<file path="src/rtl/q_mult.sv">
// Sequential signed multiplier: radix-2 shift-add over operand magnitudes with a final sign fix.
// Fixed latency of N+1 clocks from acceptance to product_dout_vld, independent of operand values.
module q_mult #(
    parameter int N = 16
) (
    input  logic          clk,
    input  logic          rst_n,
    input  logic          input_vld,
    input  logic [N-1:0]  multiplicand_din,
    input  logic [N-1:0]  multiplier_din,
    output logic [31:0]   product_dout,
    output logic          product_dout_vld,
    output logic          product_end
);

    localparam int CW = $clog2(N + 1);

    typedef enum logic [1:0] {
        S_IDLE,
        S_BUSY,
        S_DONE
    } state_t;

    state_t           r_state;
    logic [2*N-1:0]   r_acc;
    logic [2*N-1:0]   r_mcand;
    logic [N-1:0]     r_mplier;
    logic [CW-1:0]    r_cnt;
    logic             r_sign;

    logic [N-1:0]     w_mcand_mag;
    logic [N-1:0]     w_mplier_mag;
    logic [31:0]      w_acc_ext;
    logic [31:0]      w_product;

    // Magnitude of -2^(N-1) wraps to 2^(N-1), which is exact as an N-bit unsigned value.
    assign w_mcand_mag  = multiplicand_din[N-1] ? -multiplicand_din : multiplicand_din;
    assign w_mplier_mag = multiplier_din[N-1]   ? -multiplier_din   : multiplier_din;
    assign w_acc_ext    = 32'(r_acc);
    assign w_product    = r_sign ? -w_acc_ext : w_acc_ext;

    always_ff @(posedge clk or negedge rst_n) begin
        if (!rst_n) begin
            r_state          <= S_IDLE;
            r_acc            <= '0;
            r_mcand          <= '0;
            r_mplier         <= '0;
            r_cnt            <= '0;
            r_sign           <= 1'b0;
            product_dout     <= '0;
            product_dout_vld <= 1'b0;
            product_end      <= 1'b0;
        end else begin
            product_dout_vld <= 1'b0;
            case (r_state)
                S_IDLE: begin
                    if (input_vld) begin
                        r_mcand     <= {{N{1'b0}}, w_mcand_mag};
                        r_mplier    <= w_mplier_mag;
                        r_sign      <= multiplicand_din[N-1] ^ multiplier_din[N-1];
                        r_acc       <= '0;
                        r_cnt       <= '0;
                        product_end <= 1'b0;
                        r_state     <= S_BUSY;
                    end
                end
                S_BUSY: begin
                    if (r_mplier[0]) begin
                        r_acc <= r_acc + r_mcand;
                    end
                    r_mcand  <= r_mcand << 1;
                    r_mplier <= r_mplier >> 1;
                    r_cnt    <= r_cnt + CW'(1);
                    if (r_cnt == CW'(N - 1)) begin
                        r_state <= S_DONE;
                    end
                end
                S_DONE: begin
                    product_dout     <= w_product;
                    product_dout_vld <= 1'b1;
                    product_end      <= 1'b1;
                    r_state          <= S_IDLE;
                end
                default: begin
                    r_state <= S_IDLE;
                end
            endcase
        end
    end

endmodule

</file>
<file path="config.mk">
export PLATFORM = sky130hd
export DESIGN_NAME = q_mult
export DESIGN_NICKNAME = d
export VERILOG_FILES = /design/src/rtl/q_mult.sv
export SDC_FILE = /design/constraint.sdc
export NUM_CORES = 1
export LEC_CHECK = 0
export ABC_AREA = 1
export BUFFER_PORTS_ARGS = -buffer_cell sky130_fd_sc_hd__buf_2
export CORE_MARGIN = 8
export CORE_UTILIZATION = 66
export CTS_BUF_LIST = sky130_fd_sc_hd__clkbuf_16
export CTS_CLUSTER_SIZE = 30
export DETAILED_ROUTE_END_ITERATION = 7
export PLACE_DENSITY_LB_ADDON = 0.08
export SLEW_MARGIN = 30
export SYNTH_ARGS = -nofsm -noshare
export SYNTH_HDL_FRONTEND = slang
export SYNTH_SLANG_ARGS = --single-unit
</file>
<file path="constraint.sdc">
create_clock -name clk -period 2.92 [get_ports clk]
set_clock_uncertainty 0.15 [all_clocks]
set_input_delay 0.584 -clock clk [delete_from_list [all_inputs] [get_ports clk]]
set_output_delay 0.584 -clock clk [all_outputs]
set_load 0.02 [all_outputs]
</file>
* Yosys cells after proc, flatten, opt, wreduce, memory -nomap -nowiden *
Index checks and enable logic that the tools add are counted.

word-level totals
  flip-flop bits (word level) = 122
  output and inout port bits = 34
  input port bits = 35
  word-level logic and storage cells = 47

cells by class
  bitwise operators = 1
  mux-type cells = 18
  equal/unequal tests = 6
  $add $sub $neg = 5
  reduce and logical (&&, ||, !) cells = 8

operators with widths
  operator                                        count
  2-to-1 mux 32 bit                               4
  case mux 32 bit (2 select lines)                2
  2-to-1 mux 16 bit                               3
  adder 32 bit                                    1
  negation 16 bit                                 2
  negation 32 bit                                 1
  case mux 16 bit (2 select lines)                1
  case mux 5 bit (2 select lines)                 1
  AND reduction 2 bit                             4
  != test 2 bit (second input constant)           3
  adder 5 x 1 -> 5 bit (second input constant)    1
  == test 5 x 4 -> 1 bit (second input constant)  1
  2-to-1 mux 5 bit                                1
  2-to-1 mux 2 bit                                2
  case mux 2 bit (2 select lines)                 1
  nonzero test 2 bit                              2
  AND reduction 3 bit                             1
  == test 2 x 1 -> 1 bit (second input constant)  1
  == test 2 bit (second input constant)           1
  zero test 2 bit                                 1
  2-to-1 mux 1 bit                                2
  case mux 1 bit (2 select lines)                 1
  XOR 1 bit                                       1

* Logic depth before layout (Yosys ltp) *
Gate-level depths: netlist of the first run.

  word-level depth = 4
  mapped depth = 14
  depth with buffers taken out = 14

* Least setup slack after synthesis of the first run *
OpenSTA, ideal clock, no wires.

  kind = register to register
  start = register r_acc[0]
  end = register r_acc[20]
  required time = 2647 ps
  arrival = 1647 ps
  path slack = 1000 ps
  period minus slack after synthesis = 1920 ps
  setup time = 123 ps
  stages on the path, launching flop included = 14
  path buffers = 0
  path through = dfrtp_1 ha_1 inv_1 fa_1 inv_1 nand3_1 nand3_1 nand2_1 nand3_1 nand2_1 nand2_1 nand2_1 nand3_1 o21ai_1

on the way
  word-level cells in the longest chain between the ends = 3

ends and longest elaborated chain
  what                              RTL line  RTL
  start: declaration                25        logic [2*N-1:0] r_acc;
  start signal: assignment          69        r_acc <= r_acc + r_mcand;
  adder 32 bit                      69
  2-to-1 mux 32 bit                 68        if (r_mplier[0]) begin
  case mux 32 bit (2 select lines)  55        case (r_state)

Every way passes these cells. The select of a mux whose other input is x is not followed.
A chain may end at the register's enable or synchronous reset.

* Worst setup path after layout of the first run *
Same ends and word-level chain as after synthesis.

==> metrics.txt, run 1 <==
asr flop ratio synth=100%; FP Rows=42; FMAX=roughly 440 MHz; number of DRC markers in iteration 0=597; via count=8416; Top FF cell, synth=dfrtp_1; critical path peak fanout=5; Avg WL per Cell=14.9 um; Slew headroom=55.4%; number of diodes=0; die footprint=~0.017 mm^2; Net Count, Synth=1345; Hold Vio Cnt, Final=0; WL final=22700 um; core area=around 0.013 mm^2; Hold Path Depth=3; fin cells=1528; global route overflow=0; stages on the worst setup path=13; I/O pin total=69; register area share after synthesis=34.8%; Leakage=between 5 and 6 nW; Post-DRT Antenna Nets=0; Critical Path Source Type=flop; worst skew pair latency=0.42 ns; Filler Cells Inserted=1093; R2R Path Start=r_acc[0]; GRT Util Overall=26.5%; Setup Buffers After CTS=0; via-per-instance ratio=roughly 5.5; final net count=1411; vias in the first global route=7999; Crit. End Element=flop; final period utilization=between 70% and 80%; hold buffer count at cts=1; internal power=~5.6 mW; H-Tree Depth=4; NetSw=5.36 mW; RSZ-0062 raised after global routing=no; Cell Chain, Critical Path=ha_1, inv_1, fa_1, inv_1, nand3_1, nand3_1, nand2_1, nand3_1, nand2_1, nand2_1, nand2_1, nand3_1, o21ai_1; TritonCTS clock tree=built; CTS Sinks=122; synth unique cells=about 50; router iterations before antenna repair=6; first-pass GRT wire length=38000 um; Worst setup endpoint=r_acc[20]; # port buffers=68; max-cap violations=0; dpl ws=0.694 ns; WP buf/inv=2; total CTS buffers=17; max-slew violation count=0; outcome=finished, final reports clean; sequential cell fraction of total power=27.6%; min cycle time layout=2.27 ns; Mapped Area=approximately 0.0088 mm^2; Root Driver=clkbuf_16; Bufs on Longest Clock Path=2; switch share=between 40% and 50%; hold path startpoint=multiplier_din[14]; Setup crit start=r_acc[0]; R2R depth=13; post-route setup slack=0.646 ns; worst r2r dst=r_acc[20]; Starting Density=66.9%; Combinational Power Share=53.8%; Setup TNS=0 ns; Die Wd=131 um; dpl hpwl=17200 um; cells after synthesis=1273; Required @ worst endpoint=between 3 and 4 ns; Area Overhead vs Synth=11.8%; yosys warns=0; critical path type=reg -> reg; Vert. Die Dim=131 um; largest net degree at the start of global routing=50; CTS clk-pin slew, worst paths=roughly 0.060 ns; layout cells sized above 1=12.9%; Placer Congestion=0.971; clock share of power=18.7%; VDD IR-drop max=0.560 mV; actual slew at the worst max-slew pin=0.668 ns; P per Cell Area=approximately 1100 mW/mm^2; initial antenna violation count=0; worst hold path type=in -> reg; post-CTS sizing=0; number of synthesized flops with an enable pin=0; Crit path largest cell delay=0.36 ns; Placed Cells=1495; average size of a mapped cell=6.90 um^2; #FFs+latches synth=122; final setup fails=0; slowest CP cell=fa_1; delay-heaviest family, CP=simple AND/OR/NAND/NOR gates; DRC=0; crit path DAT=between 2 and 2.5 ns; r2r setup slk=0.65 ns
[stage by stage]
stage                     total power, mW  utilization [%]  hold slack (ns)  instance area, um^2
after global routing                 11.9             74.8            0.299                 9820
after global placement               8.66             70.3            0.309                 9240
after floorplan                      7.38                -            0.138                 8780
final                                11.0             74.8            0.288                 9820
after CTS                            10.9             74.8            0.280                 9820
after detailed placement             8.78             70.3            0.311                 9240
[kinds of logic (layout without fill, tap and decap cells)]
family,Yosys count,count (layout),share of synthesized area (%)
xor+xnor,27,27,2.69
compound gates,202,202,14.5
fa+ha+maj,37,37,5.36
buf+inv,230,309,10.7
flops,122,122,34.8
simple gates,655,655,32.0
[state kept, by name, summed over array words and instances (netlist names)]
| register | flops |
|---|---|
| product_dout | 32 |
| r_acc | 32 |
| r_mcand | 32 |
| r_mplier | 16 |
| r_cnt | 5 |
| r_state | 2 |
| product_dout_vld | 1 |
| product_end | 1 |
| r_sign | 1 |
[synth_stat cells, types with 3 or more instances]
| cell | number | share of area (%) |
|---|---|---|
| nand2_1 | 409 | 17 |
| inv_1 | 184 | 7.9 |
| dfrtp_1 | 122 | 35 |
| nor2_1 | 100 | 4.3 |
| nand3_1 | 90 | 5.1 |
| o21ai_0 | 68 | 3.9 |
| a21oi_1 | 41 | 2.3 |
| ha_1 | 36 | 5.1 |
| xor2_1 | 25 | 2.5 |
| o21ai_1 | 24 | 1.4 |
| a22oi_1 | 20 | 1.7 |
| buf_2 | 16 | 0.91 |
| inv_2 | 13 | 0.56 |
| o22ai_2 | 13 | 1.9 |
| nand4_1 | 12 | 0.85 |
| nor3_1 | 8 | 0.46 |
| a22oi_2 | 7 | 1.0 |
| nand2_2 | 7 | 0.50 |
| nor2_2 | 7 | 0.50 |
| o22ai_1 | 7 | 0.50 |
| o31ai_1 | 7 | 0.60 |
| buf_6 | 5 | 0.64 |
| clkbuf_1 | 5 | 0.21 |
| nand3_2 | 5 | 0.57 |
| o21bai_1 | 4 | 0.34 |
| buf_4 | 3 | 0.26 |
| nor2_8 | 3 | 0.68 |
[worst min path at each step]
stage / slack [ns] / endpoint
5_1_grt: 0.30 / r_mplier[14]
4_1_cts: 0.28 / r_mplier[2]
6_report: 0.29 / r_mplier[14]
3_5_place_dp: 0.31 / product_dout[27]
3_3_place_gp: 0.31 / product_dout[22]
2_1_floorplan: 0.14 / product_dout[0]
[metal layers]
metal	routed length, um	track usage (%)	vias up
li1	-	-	4229
met1	10100	34.7	3841
met2	10400	42.9	304
met3	1770	4.95	42
met4	485	10.3	0
met5	0	0	-
[power by group through the flow]
stage	Combinational [mW]	Clock, mW	Sequential (mW)
2_1_floorplan	4.42	0	2.95
3_3_place_gp	5.68	0	2.98
6_report	5.90	2.05	3.02
4_1_cts	5.85	2.06	2.99
5_1_grt	6.64	2.15	3.08
3_5_place_dp	5.77	0	3.01
[layout by cell type (no fill, tap or decap), types with 4 or more instances in the layout]
master      netlist  final
nand2_1         409    409
inv_1           184    183
dfrtp_1         122    122
nor2_1          100    100
nand3_1          90     90
o21ai_0          68     68
buf_2            16     67
a21oi_1          41     41
ha_1             36     36
xor2_1           25     25
o21ai_1          24     24
a22oi_1          20     20
clkbuf_16         0     17
inv_2            13     14
o22ai_2          13     13
nand4_1          12     12
nor3_1            8      8
nor2_2            7      7
nand2_2           7      7
o31ai_1           7      7
o22ai_1           7      7
a22oi_2           7      7
buf_4             3      7
nand3_2           5      5
clkinvlp_4        0      5
o21bai_1          4      4
[area by class of cell]
type                            count  area (um^2)  area share (%)
Multi-Input combinational cell    921         4790            48.8
Sequential cell                   122         3050            31.1
Inverter                          201          759            7.73
Clock buffer                       17          425            4.33
Timing Repair Buffer               76          418            4.25
Tap cell                          176          220            2.24
Clock inverter                     15          151            1.54
[worst reg2reg max path, delay by kind of cell, from the launching register on]
family / cells / cell delay [ns]
flip-flops: 1 / 0.35
buffers and inverters: 2 / 0.22
AND/OR/NAND/NOR: 8 / 0.75
adder cells (fa/ha/maj): 2 / 0.59
AO/OA/AOI/OAI: 1 / 0.07
Power figures use the tool's default switching activity.
==> inputs of run 2 (changes only) <==
--- a/config.mk
+++ b/config.mk
@@ -8,7 +8,7 @@
 export ABC_AREA = 1
 export BUFFER_PORTS_ARGS = -buffer_cell sky130_fd_sc_hd__buf_2
 export CORE_MARGIN = 8
-export CORE_UTILIZATION = 66
+export CORE_UTILIZATION = 61
 export CTS_BUF_LIST = sky130_fd_sc_hd__clkbuf_16
 export CTS_CLUSTER_SIZE = 30
 export DETAILED_ROUTE_END_ITERATION = 7
==> constraint.sdc (replaced) <==
create_clock -name clk -period 2.1 [get_ports clk]
set_clock_uncertainty 0.15 [all_clocks]
set_input_delay 0.42 -clock clk [delete_from_list [all_inputs] [get_ports clk]]
set_output_delay 0.42 -clock clk [all_outputs]
set_load 0.02 [all_outputs]
==> metrics.txt, run 2 (synthesis results as in run 1) <==
outcome=finished, final reports clean; critical path type=reg -> reg; layout cells sized above 1=18.4% (+5.5 points); largest net degree at the start of global routing=48 (-4.0%); via-per-instance ratio=5.42 (-1.5%); Hold Vio Cnt, Final=0 (unchanged); Crit. End Element=flop; dpl hpwl=17700 um (+3.0%); die footprint=0.0185 mm^2 (+7.2%); actual slew at the worst max-slew pin=0.413 ns (-0.255 ns); TritonCTS clock tree=built; first-pass GRT wire length=37800 um (-0.42%); Die Wd=136 um (+3.5%); Placed Cells=1537 (+2.8%); vias in the first global route=8027 (+0.35%); WP buf/inv=0 (-2); H-Tree Depth=4 (unchanged); Slew headroom=72.3% (+17 points); min cycle time layout=2.02 ns (-0.255 ns); number of diodes=0 (unchanged); router iterations before antenna repair=5 (-1); Leakage=5.56 nW (+3.5%); # port buffers=68 (unchanged); delay-heaviest family, CP=simple AND/OR/NAND/NOR gates; P per Cell Area=1590 mW/mm^2 (+42%); DRC=0 (unchanged); CTS Sinks=122 (unchanged); Bufs on Longest Clock Path=2 (unchanged); final setup fails=0 (unchanged); FP Rows=44 (+4.8%); crit path DAT=2.19 ns (-0.22 ns); most frequent cells in the layout=nand2_1, inv_1, dfrtp_1, nor2_1, nand3_1; Placer Congestion=0.946 (-2.6%); CTS clk-pin slew, worst paths=0.06 ns (about the same); total CTS buffers=17 (unchanged); largest registers=product_dout (32), r_acc (32), r_mcand (32); Root Driver=clkbuf_16; Area Overhead vs Synth=19.4%; Post-DRT Antenna Nets=0 (unchanged); max-slew violation count=0 (unchanged); GRT Util Overall=25.6% (-0.93 points); CP dominant cell by count=nand2_1; final period utilization=96.1% (+18 points); Starting Density=61.4% (-5.5 points); global route overflow=0 (unchanged); max-cap violations=0 (unchanged); Vert. Die Dim=136 um (+3.5%); Crit path largest cell delay=0.41 ns (+0.05 ns); FMAX=495 MHz (+13%); post-route setup slack=0.0809 ns (-0.565 ns); worst skew pair latency=0.43 ns (about the same); Critical Path Source Type=flop; Setup TNS=0 ns (unchanged); via count=8528 (+1.3%); fin cells=1572 (+2.9%); initial antenna violation count=0 (unchanged); critical path peak fanout=5 (unchanged); WL final=23500 um (+3.6%); final net count=1447 (+2.6%); VDD IR-drop max=0.898 mV (+60%); Avg WL per Cell=15.0 um (+0.68%); I/O pin total=69 (unchanged); core area=0.0143 mm^2 (+9.0%); Cell Chain, Critical Path=ha_1, nand2_1, nor2_1, nand2_1, nor2_1, nand2_1, nand2_1, nand2_1, nand3_1, nand2_1; most common cell after layout, fill and taps aside=nand2_1; slowest CP cell=dfrtp_1; Min Hold Slack=0.105 ns (-0.183 ns); number of DRC markers in iteration 0=512 (-14%); Required @ worst endpoint=2.27 ns (-0.79 ns); worst hold path type=in -> reg; dpl ws=-0.0131 ns (-0.707 ns)
run 2: worst reg2reg max path, cell delays in order, from the launching register on:
cell     delay [ns]
dfrtp_1        0.41
ha_1           0.38
nand2_1        0.12
nor2_1         0.23
nand2_1        0.11
nor2_1         0.13
nand2_1        0.13
nand2_1        0.08
nand2_1        0.05
nand3_1        0.07
nand2_1        0.05
run 2: timing repair:
| item | CTS | global route |
|---|---|---|
| endpoints found under the hold margin | 63 | 0 |
| pin swaps | 0 | 2 |
| buffers inserted | 0 | 2 |
| hold buffers | 1 | 0 |
| endpoints found under the setup margin | 4 | 23 |
| gates resized for setup | 1 | 49 |
run 2: stage by stage:
stage	power, mW	utilization [%]	cell area, um^2
2_1_floorplan	10.3	-	8780
3_5_place_dp	12.6	66.4	9500
3_3_place_gp	12.4	66.4	9500
5_1_grt	18.0	73.3	10500
4_1_cts	15.8	70.8	10100
6_report	16.7	73.3	10500
run 2: routing by layer:
metal	track usage (%)	share of wire, %	vias to the layer above
met4	9.70	2.4	0
met5	0	0	-
li1	-	-	4288
met1	32.8	43	3926
met3	4.84	7.2	39
met2	42.1	47	275
run 2: final timing paths:
check                                   start                to  slack [ns]  cells after the start
hold / removal             multiplier_din[12]      r_mplier[12]        0.10                      3
hold reg to reg              product_dout[24]  product_dout[24]        0.32                      2
max in group asynchronous               rst_n  product_dout[26]        0.89                      3
setup reg to reg                    r_acc[21]         r_acc[31]        0.08                     10
min in group asynchronous               rst_n      r_mplier[12]        0.23                      2
setup / recovery                    r_acc[21]         r_acc[31]        0.08                     10
run 2: layout make-up:
| type | count | area [um^2] |
|---|---|---|
| flip-flops and latches | 122 | 3050 |
| clock inverters | 15 | 199 |
| inverters | 201 | 759 |
| repair buffers | 112 | 688 |
| well taps | 184 | 230 |
| multi-input cells | 921 | 5130 |
| fillers | 1146 | 3830 |
| clock buffers | 17 | 425 |
run 2: report_power, final:
part           leakage (nW)  switching, mW  total, mW  internal [mW]
Clock                 0.292           1.14       3.12           1.98
Sequential             1.56          0.906       4.18           3.28
Combinational          3.71           5.77       9.36           3.60
Total                  5.56           7.81       16.7           8.86
